--- src/rtl/circle_engine_if.sv ---
// Command-processor (CE_*) inputs and DRAM request-FIFO outputs of the circle rasteriser.
interface circle_engine_if;
    logic         ready;
    logic [23:0]  color;
    logic         color_valid;
    logic [31:0]  arguments;
    logic         arguments_valid;
    logic         trigger;
    logic [31:0]  frame;
    logic         af_full;
    logic         wdf_full;
    logic         af_wr_en;
    logic [30:0]  af_addr_din;
    logic         wdf_wr_en;
    logic [127:0] wdf_din;
    logic [15:0]  wdf_mask_din;

    modport master (
        input  ready, af_wr_en, af_addr_din, wdf_wr_en, wdf_din, wdf_mask_din,
        output color, color_valid, arguments, arguments_valid, trigger, frame,
               af_full, wdf_full
    );

    modport slave (
        output ready, af_wr_en, af_addr_din, wdf_wr_en, wdf_din, wdf_mask_din,
        input  color, color_valid, arguments, arguments_valid, trigger, frame,
               af_full, wdf_full
    );
endinterface

--- src/rtl/circle_engine.sv ---
// Midpoint circle rasteriser: walks the eight octants per step and writes each
// visible pixel as one masked 256-bit DRAM burst (one af entry, two wdf words).
module circle_engine #(
    parameter int SCREEN_W = 800,
    parameter int SCREEN_H = 600
) (
    input logic            clk,
    input logic            rst,
    circle_engine_if.slave bus
);
    typedef enum logic [2:0] {IDLE, INIT, PLOT_A, PLOT_B, STEP} state_t;

    state_t state, state_next;

    logic [23:0]        color_q;
    logic [9:0]         cx_q, cy_q, r_q;
    logic [5:0]         frame_q;
    logic signed [11:0] x_q, y_q, err_q;
    logic [2:0]         oct_q;

    logic signed [11:0] cx, cy, px, py;
    logic signed [11:0] y_inc, x_dec, x_next, err_step;
    logic               visible;
    logic [15:0]        pix_mask;
    logic [127:0]       pix_data;

    // Only cx/cy/r and frame[27:22] ever reach the address; the rest is dropped.
    logic unused_bits;
    assign unused_bits = ^{bus.arguments[11:10], bus.frame[31:28], bus.frame[21:0]};

    assign cx = $signed({2'b00, cx_q});
    assign cy = $signed({2'b00, cy_q});

    always_comb begin
        px = cx;
        py = cy;
        case (oct_q)
            3'd0:    begin px = cx + x_q; py = cy + y_q; end
            3'd1:    begin px = cx + y_q; py = cy + x_q; end
            3'd2:    begin px = cx - y_q; py = cy + x_q; end
            3'd3:    begin px = cx - x_q; py = cy + y_q; end
            3'd4:    begin px = cx - x_q; py = cy - y_q; end
            3'd5:    begin px = cx - y_q; py = cy - x_q; end
            3'd6:    begin px = cx + y_q; py = cy - x_q; end
            default: begin px = cx + x_q; py = cy - y_q; end
        endcase
    end

    assign visible  = !px[11] && !py[11] &&
                      (px < $signed(12'(SCREEN_W))) && (py < $signed(12'(SCREEN_H)));
    assign pix_mask = ~(16'h000F << {px[1:0], 2'b00});
    assign pix_data = {4{8'h00, color_q}};

    // Midpoint step uses the already-incremented Y (and decremented X) in the error update.
    assign y_inc    = y_q + 12'sd1;
    assign x_dec    = x_q - 12'sd1;
    assign x_next   = err_q[11] ? x_q : x_dec;
    assign err_step = err_q[11] ? (err_q + (y_inc <<< 1) + 12'sd1)
                                : (err_q + ((y_inc - x_dec) <<< 1) + 12'sd1);

    always_ff @(posedge clk) begin
        if (rst) begin
            state   <= IDLE;
            color_q <= '0;
            cx_q    <= '0;
            cy_q    <= '0;
            r_q     <= '0;
            frame_q <= '0;
            x_q     <= '0;
            y_q     <= '0;
            err_q   <= '0;
            oct_q   <= '0;
        end else begin
            state <= state_next;
            case (state)
                IDLE: begin
                    if (bus.color_valid) color_q <= bus.color;
                    if (bus.arguments_valid) begin
                        cx_q    <= bus.arguments[31:22];
                        cy_q    <= bus.arguments[21:12];
                        r_q     <= bus.arguments[9:0];
                        frame_q <= bus.frame[27:22];
                    end else if (bus.trigger) begin
                        frame_q <= bus.frame[27:22];
                    end
                end
                INIT: begin
                    x_q   <= $signed({2'b00, r_q});
                    y_q   <= '0;
                    err_q <= 12'sd1 - $signed({2'b00, r_q});
                    oct_q <= '0;
                end
                PLOT_A: if (!visible) oct_q <= oct_q + 3'd1;
                PLOT_B: if (!bus.wdf_full) oct_q <= oct_q + 3'd1;
                STEP: begin
                    y_q   <= y_inc;
                    x_q   <= x_next;
                    err_q <= err_step;
                    oct_q <= '0;
                end
                default: ;
            endcase
        end
    end

    // Pushes are combinational on the full flags so none can land in a full cycle.
    always_comb begin
        state_next       = state;
        bus.ready        = 1'b0;
        bus.af_wr_en     = 1'b0;
        bus.wdf_wr_en    = 1'b0;
        bus.af_addr_din  = '0;
        bus.wdf_din      = '0;
        bus.wdf_mask_din = 16'hFFFF;
        case (state)
            IDLE: begin
                bus.ready = 1'b1;
                if (bus.arguments_valid || bus.trigger) state_next = INIT;
            end
            INIT: state_next = PLOT_A;
            PLOT_A: begin
                if (!visible) begin
                    state_next = (oct_q == 3'd7) ? STEP : PLOT_A;
                end else if (!bus.af_full && !bus.wdf_full) begin
                    bus.af_wr_en     = 1'b1;
                    bus.wdf_wr_en    = 1'b1;
                    bus.af_addr_din  = {6'b0, frame_q, py[9:0], px[9:3], 2'b00};
                    bus.wdf_din      = pix_data;
                    bus.wdf_mask_din = px[2] ? 16'hFFFF : pix_mask;
                    state_next       = PLOT_B;
                end
            end
            PLOT_B: begin
                if (!bus.wdf_full) begin
                    bus.wdf_wr_en    = 1'b1;
                    bus.wdf_din      = pix_data;
                    bus.wdf_mask_din = px[2] ? pix_mask : 16'hFFFF;
                    state_next       = (oct_q == 3'd7) ? STEP : PLOT_A;
                end
            end
            STEP: state_next = (x_next >= y_inc) ? PLOT_A : IDLE;
            default: state_next = IDLE;
        endcase
        if (rst) begin
            bus.af_wr_en  = 1'b0;
            bus.wdf_wr_en = 1'b0;
        end
    end
endmodule

--- src/flat_wrapper.sv ---
// flat-port wrapper written by rule: the top's interface ports become plain ports
module circle_engine_flat 
#(
    parameter int SCREEN_W = 800,
    parameter int SCREEN_H = 600
)
  (clk, rst, bus_ready, bus_af_wr_en, bus_af_addr_din, bus_wdf_wr_en, bus_wdf_din, bus_wdf_mask_din, bus_color, bus_color_valid, bus_arguments, bus_arguments_valid, bus_trigger, bus_frame, bus_af_full, bus_wdf_full);
  circle_engine_if bus_i ();
  input logic clk;
  input logic rst;
  output wire logic [$bits(bus_i.ready)-1:0] bus_ready;
  output wire logic [$bits(bus_i.af_wr_en)-1:0] bus_af_wr_en;
  output wire logic [$bits(bus_i.af_addr_din)-1:0] bus_af_addr_din;
  output wire logic [$bits(bus_i.wdf_wr_en)-1:0] bus_wdf_wr_en;
  output wire logic [$bits(bus_i.wdf_din)-1:0] bus_wdf_din;
  output wire logic [$bits(bus_i.wdf_mask_din)-1:0] bus_wdf_mask_din;
  input wire logic [$bits(bus_i.color)-1:0] bus_color;
  input wire logic [$bits(bus_i.color_valid)-1:0] bus_color_valid;
  input wire logic [$bits(bus_i.arguments)-1:0] bus_arguments;
  input wire logic [$bits(bus_i.arguments_valid)-1:0] bus_arguments_valid;
  input wire logic [$bits(bus_i.trigger)-1:0] bus_trigger;
  input wire logic [$bits(bus_i.frame)-1:0] bus_frame;
  input wire logic [$bits(bus_i.af_full)-1:0] bus_af_full;
  input wire logic [$bits(bus_i.wdf_full)-1:0] bus_wdf_full;
  assign bus_ready = bus_i.ready;
  assign bus_af_wr_en = bus_i.af_wr_en;
  assign bus_af_addr_din = bus_i.af_addr_din;
  assign bus_wdf_wr_en = bus_i.wdf_wr_en;
  assign bus_wdf_din = bus_i.wdf_din;
  assign bus_wdf_mask_din = bus_i.wdf_mask_din;
  assign bus_i.color = bus_color;
  assign bus_i.color_valid = bus_color_valid;
  assign bus_i.arguments = bus_arguments;
  assign bus_i.arguments_valid = bus_arguments_valid;
  assign bus_i.trigger = bus_trigger;
  assign bus_i.frame = bus_frame;
  assign bus_i.af_full = bus_af_full;
  assign bus_i.wdf_full = bus_wdf_full;
  circle_engine #(.SCREEN_W(SCREEN_W), .SCREEN_H(SCREEN_H)) u_core (.clk(clk), .rst(rst), .bus(bus_i));
endmodule
--- config.mk ---
export PLATFORM = sky130hd
export DESIGN_NAME = circle_engine_flat
export DESIGN_NICKNAME = d
export VERILOG_FILES = /design/src/rtl/circle_engine_if.sv /design/src/rtl/circle_engine.sv /design/src/flat_wrapper.sv
export SDC_FILE = /design/constraint.sdc
export NUM_CORES = 1
export LEC_CHECK = 0
export CAP_MARGIN = 15
export CORE_ASPECT_RATIO = 1.1
export CORE_MARGIN = 3
export CORE_UTILIZATION = 54
export CTS_CLUSTER_DIAMETER = 30
export DETAILED_ROUTE_END_ITERATION = 8
export PLACE_DENSITY = 0.89
export SETUP_SLACK_MARGIN = 0.05
export SYNTH_ARGS = -nofsm -noshare
export SYNTH_HDL_FRONTEND = slang
export SYNTH_SLANG_ARGS = --single-unit
--- constraint.sdc ---
create_clock -name clk -period 11.6 [get_ports clk]
set_input_delay 1.16 -clock clk [delete_from_list [all_inputs] [get_ports clk]]
set_output_delay 1.16 -clock clk [all_outputs]
set_load 0.01 [all_outputs]
==> results.sh, run 1 <==
export IMPL_synth_cell_types=79
export IMPL_wire_per_inst_um=18.2
export IMPL_drt_iter0_markers=929
export IMPL_synth_seq_cells=102
export IMPL_syn_avg_cell_area_sq_um=7.30
export IMPL_endpoint_kind="output pin"
export IMPL_rows=50
export IMPL_vdd_drop_max_mv=0.0992
export IMPL_die_area_sq_um=19700
export IMPL_cpLargestDelayFamily="compound AO/OA/AOI/OAI gates"
export IMPL_setup_tns_ns=0
export IMPL_antenna_found_initial=0
export IMPL_grt_use_met2_pct=51.5
export IMPL_ys_seq_area_share_pct=20.9
export IMPL_netlist_area_sq_um=9770
export IMPL_yosysWarnings=0
export IMPL_gr_total_overflow=0
export IMPL_grt_pass1_vias=9055
export IMPL_path_class="flip-flop to output pin"
export IMPL_cts_tree="built"
export IMPL_pwr_share_comb_pct=61.4
export IMPL_syn2layout_area_growth_pct=16.9
export IMPL_crit_required_ns=10.44
export IMPL_start_kind="flip-flop"
export IMPL_core_sq_um=17400
export IMPL_finalCriticalPeriod_ns=8.50
export IMPL_final_setup_worst_slack_ns=3.10
export IMPL_power_leakage_nw=4.66
export IMPL_vias_per_cell=5.89
export IMPL_use_met3_pct=5.31
export IMPL_cts_max_path_buffers=2
export IMPL_layout_drive_gt1_share_pct=4.05
export IMPL_cpPeakStageDelay_ns=0.79
export IMPL_dominantRegCellSynth="dfxtp_1"
export IMPL_rrSetupSlack_ns=5.78
export IMPL_clock_latency_ns=0.37
export IMPL_ctsHtreeMaxLevel=3
export IMPL_critPathBufInv=4
export IMPL_slew_violations=0
export IMPL_stdcell_area_sq_um=11400
export IMPL_die_h_um=147
export IMPL_slew_limit_headroom_pct=23.4
export IMPL_intPower_mw=1.07
export IMPL_p_sw_uw=945
export IMPL_holdCritStartpoint="u_core.color_q[15]"
export IMPL_dp_hpwl_um=22500
export IMPL_initial_core_util_pct=56.2
export IMPL_max_cap_violations=0
export IMPL_drc=0
export IMPL_cts_repair_resized=0
export IMPL_fin_cells=1641
export IMPL_portBuffers=204
export IMPL_die_w_um=134
export IMPL_clock_power_share_pct=16.6
export IMPL_nets=1577
export IMPL_num_antenna_cells=0
export IMPL_grt_usage_pct=28.8
export IMPL_place_inst=1624
export IMPL_postPlaceCellArea_sq_um=11100
export IMPL_reg2reg_to="u_core.state[0]"
export IMPL_fin_crit_sh_pct=73.3
export IMPL_clk_pin_slew_ns=0.08
export IMPL_syn_inst=1337
export IMPL_path_cells="buf_4 > inv_1 > ha_1 > a21oi_1 > o21ai_0 > a221oi_1 > ha_1 > o21ai_0 > a21oi_1 > o21a_1 > nor3_1 > a311oi_1 > o31ai_1 > nand4_1 > or3_2 > buf_4 > a21boi_1 > clkdlybuf4s50_1"
export IMPL_critPathMaxFanout=27
export IMPL_timing_rr_start="u_core.oct_q[2]"
export IMPL_gp_congestion=0.957
export IMPL_switching_share_pct=46.9
export IMPL_cts_setup_buffers=0
export IMPL_worst_pin_slew_ns=1.15
export IMPL_clock_fmax_ghz=0.118
export IMPL_pwr_density_cell_nw_per_um2=177
export IMPL_power_frac_seq_pct=22.0
export IMPL_antenna_left=0
export IMPL_numCtsBuffers=9
export IMPL_root_buffer="clkbuf_16"
export IMPL_hold_worst_slack_ns=0.453
export IMPL_cts_sinks=102
export IMPL_crit_arrival_ns=7.34
export IMPL_finalHoldViolCount=0
export IMPL_grt_max_degree=76
export IMPL_io_pins=273
export IMPL_setup_viol=0
export IMPL_synthArstFlopShare_pct=0
export IMPL_hold_depth=2
export IMPL_reg2regPathDepth=16
export IMPL_vias=9666
export IMPL_grtUsageMet1_pct=34.5
export IMPL_cpMaxStageDelayCell="or3_2"
export IMPL_hp_class="flip-flop to flip-flop"
export IMPL_power_mw=2.02
export IMPL_wirelength_um=29900
export IMPL_synth_edf_count=0
export IMPL_place_ws_ns=3.56
export IMPL_hold_end="u_core.color_q[15]"
export IMPL_busiest_layer="met2"
export IMPL_cts_hold_fix_buffers=0
export IMPL_first_pass_iters=6
export IMPL_clock_skew_ns=0.00799
export IMPL_utilization_pct=65.6
export IMPL_grt_pass1_wl_um=46600
export IMPL_rsz0062_at_grt="no"
export IMPL_outcome="completed"
## tightest hold or removal path: cells and delay by family, from the launching register on
kind / cells / cell delay, ns
compound gates: 1 / 0.05
flops: 1 / 0.31
simple gates: 1 / 0.05
## worst max-delay path by stage
stage                                from                to  slack, ns  depth (start not counted)
after detailed placement  u_core.oct_q[2]   bus_wdf_din[34]       3.56                         17
final                     u_core.oct_q[2]   bus_wdf_din[34]       3.10                         18
after global routing      u_core.oct_q[2]   bus_wdf_din[34]       2.73                         18
after CTS                 u_core.oct_q[2]   bus_wdf_din[34]       3.14                         17
after global placement    u_core.oct_q[2]   bus_wdf_din[34]       3.63                         17
after floorplan           u_core.oct_q[2]  bus_wdf_din[100]       5.97                         20
## state kept, by name, summed over array words and instances (netlist names), 6 cells and up
register,cells
u_core.y_q,12
u_core.err_q,12
u_core.color_q,24
u_core.x_q,12
u_core.cx_q,10
u_core.r_q,10
u_core.cy_q,10
u_core.frame_q,6
## power by group through the flow
| stage | sequential [mW] | combinational [mW] | clock [mW] |
|---|---|---|---|
| floorplan | 0.426 | 0.947 | 0 |
| global placement | 0.447 | 1.17 | 0 |
| detailed placement | 0.450 | 1.21 | 0 |
| CTS | 0.442 | 1.22 | 0.337 |
| global route | 0.449 | 1.37 | 0.351 |
| finish | 0.444 | 1.24 | 0.334 |
## layout make-up
| class | count | area (sq um) |
|---|---|---|
| multi-input combinational | 1018 | 6410 |
| fill | 1507 | 5970 |
| timing repair buffer | 215 | 2140 |
| sequential | 102 | 2040 |
| tap | 234 | 293 |
| clock buffer | 10 | 239 |
| inverter | 56 | 210 |
| clock inverter | 6 | 77.6 |
## cells in the mapped netlist (all sizes together) (14+ instances only)
| cell type | instances | share of area (%) |
|---|---|---|
| nand2 | 171 | 6.6 |
| buf | 134 | 10 |
| a21oi | 107 | 5.5 |
| xor2 | 33 | 3.0 |
| nor2 | 146 | 5.6 |
| a21o | 20 | 1.5 |
| ha | 75 | 9.6 |
| nand2b | 14 | 0.90 |
| dfxtp | 102 | 21 |
| clkbuf | 66 | 2.5 |
| nor3 | 36 | 2.0 |
| a22oi | 16 | 1.2 |
| a21boi | 29 | 2.6 |
| mux2i | 15 | 1.5 |
| inv | 56 | 2.2 |
| xnor2 | 46 | 4.1 |
| o21ai | 68 | 3.5 |
## cell usage in the layout, fill, tap and decap left out, types with 16 or more instances in the layout
| cell type | synthesis | routed |
|---|---|---|
| a21o_1 | 20 | 20 |
| a21oi_1 | 106 | 106 |
| a22oi_1 | 16 | 16 |
| clkdlybuf4s50_1 | 0 | 203 |
| conb_1 | 1 | 40 |
| dfxtp_1 | 102 | 102 |
| ha_1 | 75 | 75 |
| inv_1 | 56 | 56 |
| nand2_1 | 171 | 171 |
| nor2_1 | 146 | 145 |
| nor3_1 | 33 | 33 |
| o21ai_0 | 68 | 68 |
| xnor2_1 | 46 | 46 |
| xor2_1 | 33 | 33 |
## per-layer routing
layer	wire length (um)	up-vias	part of all wire, %
met2	15200	435	51
li1	-	4620	-
met5	0	-	0
met3	2280	63	7.6
met1	11700	4548	39
met4	784	0	2.6
## cells by family (layout without fill, tap and decap cells)
kind of cell	count (synthesis)	after routing	synth area share, %
simple gates	455	455	21.1
compound gates	346	346	23.4
buf+inv	256	287	15.0
flops	102	102	20.9
fa+ha+maj	80	80	10.6
xor+xnor	79	79	7.09
mux	18	18	1.88
other cells	1	40	0.0384
Power figures use the tool's default switching activity.
==> run 2, diff against run 1 <==
- CORE_UTILIZATION: 54 -> 45
- PLACE_DENSITY: 0.89 -> 0.79
- clock period: 11.6 -> 6.95 ns (I/O delays scaled with it)
==> results.sh, run 2 (synthesis gave the netlist of run 1 again) <==
export IMPL_timing_rr_start="u_core.y_q[0]"
export IMPL_register_area_sq_um=2040
export IMPL_setup_viol=0
export IMPL_numCtsBuffers=9
export IMPL_root_buffer="clkbuf_16"
export IMPL_clock_fmax_ghz=0.153
export IMPL_drc=0
export IMPL_slew_violations=0
export IMPL_vias_per_cell=5.59
export IMPL_nFillCells=1998
export IMPL_clk_pin_slew_ns=0.08
export IMPL_grt_max_degree=58
export IMPL_die_h_um=161
export IMPL_finalCriticalPeriod_ns=6.52
export IMPL_clock_skew_ns=0.00952
export IMPL_initial_core_util_pct=46.7
export IMPL_grt_pass1_wl_um=45200
export IMPL_outcome="completed"
export IMPL_endpoint_kind="output pin"
export IMPL_clock_latency_ns=0.37
export IMPL_rrSetupSlack_ns=1.88
export IMPL_power_mw=3.41
export IMPL_nets=1590
export IMPL_grtUsageMet1_pct=28.4
export IMPL_antenna_left=0
export IMPL_antenna_found_initial=0
export IMPL_num_antenna_cells=0
export IMPL_place_ws_ns=0.511
export IMPL_final_cell_mix="203 x clkdlybuf4s50_1, 171 x nand2_1, 144 x nor2_1"
export IMPL_crit_arrival_ns=5.83
export IMPL_largest_reg_flops=24
export IMPL_reg2reg_to="u_core.oct_q[2]"
export IMPL_worst_pin_slew_ns=1.15
export IMPL_wirelength_um=28600
export IMPL_dp_hpwl_um=21800
export IMPL_final_common_cell="clkdlybuf4s50_1"
export IMPL_die_w_um=146
export IMPL_vias=9539
export IMPL_portBuffers=204
export IMPL_rsz0062_at_grt="no"
export IMPL_path_class="flip-flop to output pin"
export IMPL_ctsHtreeMaxLevel=3
export IMPL_cts_max_path_buffers=2
export IMPL_cts_tree="built"
export IMPL_rows=55
export IMPL_postPlaceCellArea_sq_um=11200
export IMPL_cts_hold_fix_buffers=0
export IMPL_max_cap_violations=0
export IMPL_grt_use_met2_pct=40.5
export IMPL_die_area_sq_um=23500
export IMPL_gp_congestion=0.943
export IMPL_hold_depth=2
export IMPL_wire_per_inst_um=16.8
export IMPL_hold_end="u_core.color_q[1]"
export IMPL_setup_tns_ns=0
export IMPL_holdCritStartpoint="u_core.color_q[1]"
export IMPL_critPathMaxFanout=13
export IMPL_grt_pass1_vias=8818
export IMPL_finalHoldViolCount=0
export IMPL_fin_crit_sh_pct=93.9
export IMPL_pwr_density_cell_nw_per_um2=294
export IMPL_stdcell_area_sq_um=11600
export IMPL_syn2layout_area_growth_pct=18.7
export IMPL_reg2regPathDepth=16
export IMPL_slew_limit_headroom_pct=23.2
export IMPL_grt_usage_pct=22.9
export IMPL_multi_input_area_sq_um=6460
export IMPL_drt_iter0_markers=716
export IMPL_crit_required_ns=6.25
export IMPL_io_pins=273
export IMPL_hp_class="flip-flop to flip-flop"
export IMPL_vdd_drop_max_mv=0.176
export IMPL_regMostFlops="u_core.color_q"
export IMPL_busiest_layer="met2"
export IMPL_final_setup_worst_slack_ns=0.427
export IMPL_hold_worst_slack_ns=0.451
export IMPL_cts_sinks=102
export IMPL_start_kind="flip-flop"
export IMPL_core_sq_um=20900
export IMPL_use_met3_pct=3.70
export IMPL_gr_total_overflow=0
export IMPL_power_leakage_nw=4.72
export IMPL_layout_drive_gt1_share_pct=5.42
export IMPL_first_pass_iters=5
## run 2: cell count changes in the layout (fill, tap and decap cells not counted), moves of 2 or more
cell	previous run	this run
or3_4	0	2
buf_4	11	24
a21boi_2	10	12
a21boi_1	14	12
## run 2: worst max path at each step
stage / start / to / cells after the start
after global placement: u_core.y_q[0] / bus_af_addr_din[15] / 21
after detailed placement: u_core.y_q[0] / bus_wdf_din[8] / 21
after CTS: u_core.y_q[0] / bus_wdf_din[8] / 21
after floorplan: u_core.oct_q[2] / bus_wdf_din[100] / 20
final: u_core.y_q[0] / bus_wdf_din[8] / 17
after global routing: u_core.y_q[0] / bus_af_addr_din[15] / 17
## run 2: layer usage
layer,part of all wire [%],vias up
met5,0,-
met4,2.5,0
met3,6.8,53
met2,50,387
met1,41,4471
li1,-,4628
## run 2: metrics by stage
stage / std cells / utilization [%]
6_report: 1705 / 55.4
5_1_grt: 1705 / 55.4
4_1_cts: 1703 / 55.2
3_5_place_dp: 1687 / 53.7
3_3_place_gp: 1687 / 53.7
2_1_floorplan: 1376 / -
## run 2: layout make-up
class / count / share of cell area [%]
clock inverter: 7 / 0.766
clock buffer: 9 / 1.94
timing repair buffer: 227 / 19.1
sequential: 102 / 17.6
inverter: 56 / 1.81
multi-input combinational: 1019 / 55.7
tap: 285 / 3.08
## run 2: critical path, stage by stage (launching register included)
cell and delay (ns):
dfxtp_1 0.43, inv_2 0.18, ha_1 0.28, nor3b_1 0.47
nor2_1 0.13, a222oi_1 0.51, ha_1 0.32, o21ai_0 0.12
a21oi_1 0.31, o311a_1 0.24, o21ai_0 0.12, o31a_1 0.15
o31ai_1 0.39, nand4_1 0.27, or3_4 0.55, buf_4 0.18
a21boi_2 0.20, clkdlybuf4s50_1 0.61
## run 2: report_power, final
part / leakage [nW] / internal [mW] / switching (mW) / total, mW
logic: 3.74 / 0.872 / 1.24 / 2.11
clock network: 0.152 / 0.290 / 0.266 / 0.556
registers: 0.833 / 0.658 / 0.0789 / 0.737
total: 4.72 / 1.82 / 1.59 / 3.41
## run 2: timing repair
item / in CTS / in global routing
resized for setup: 0 / 9
setup buffers: 0 / 1
setup endpoints to repair: 0 / 137
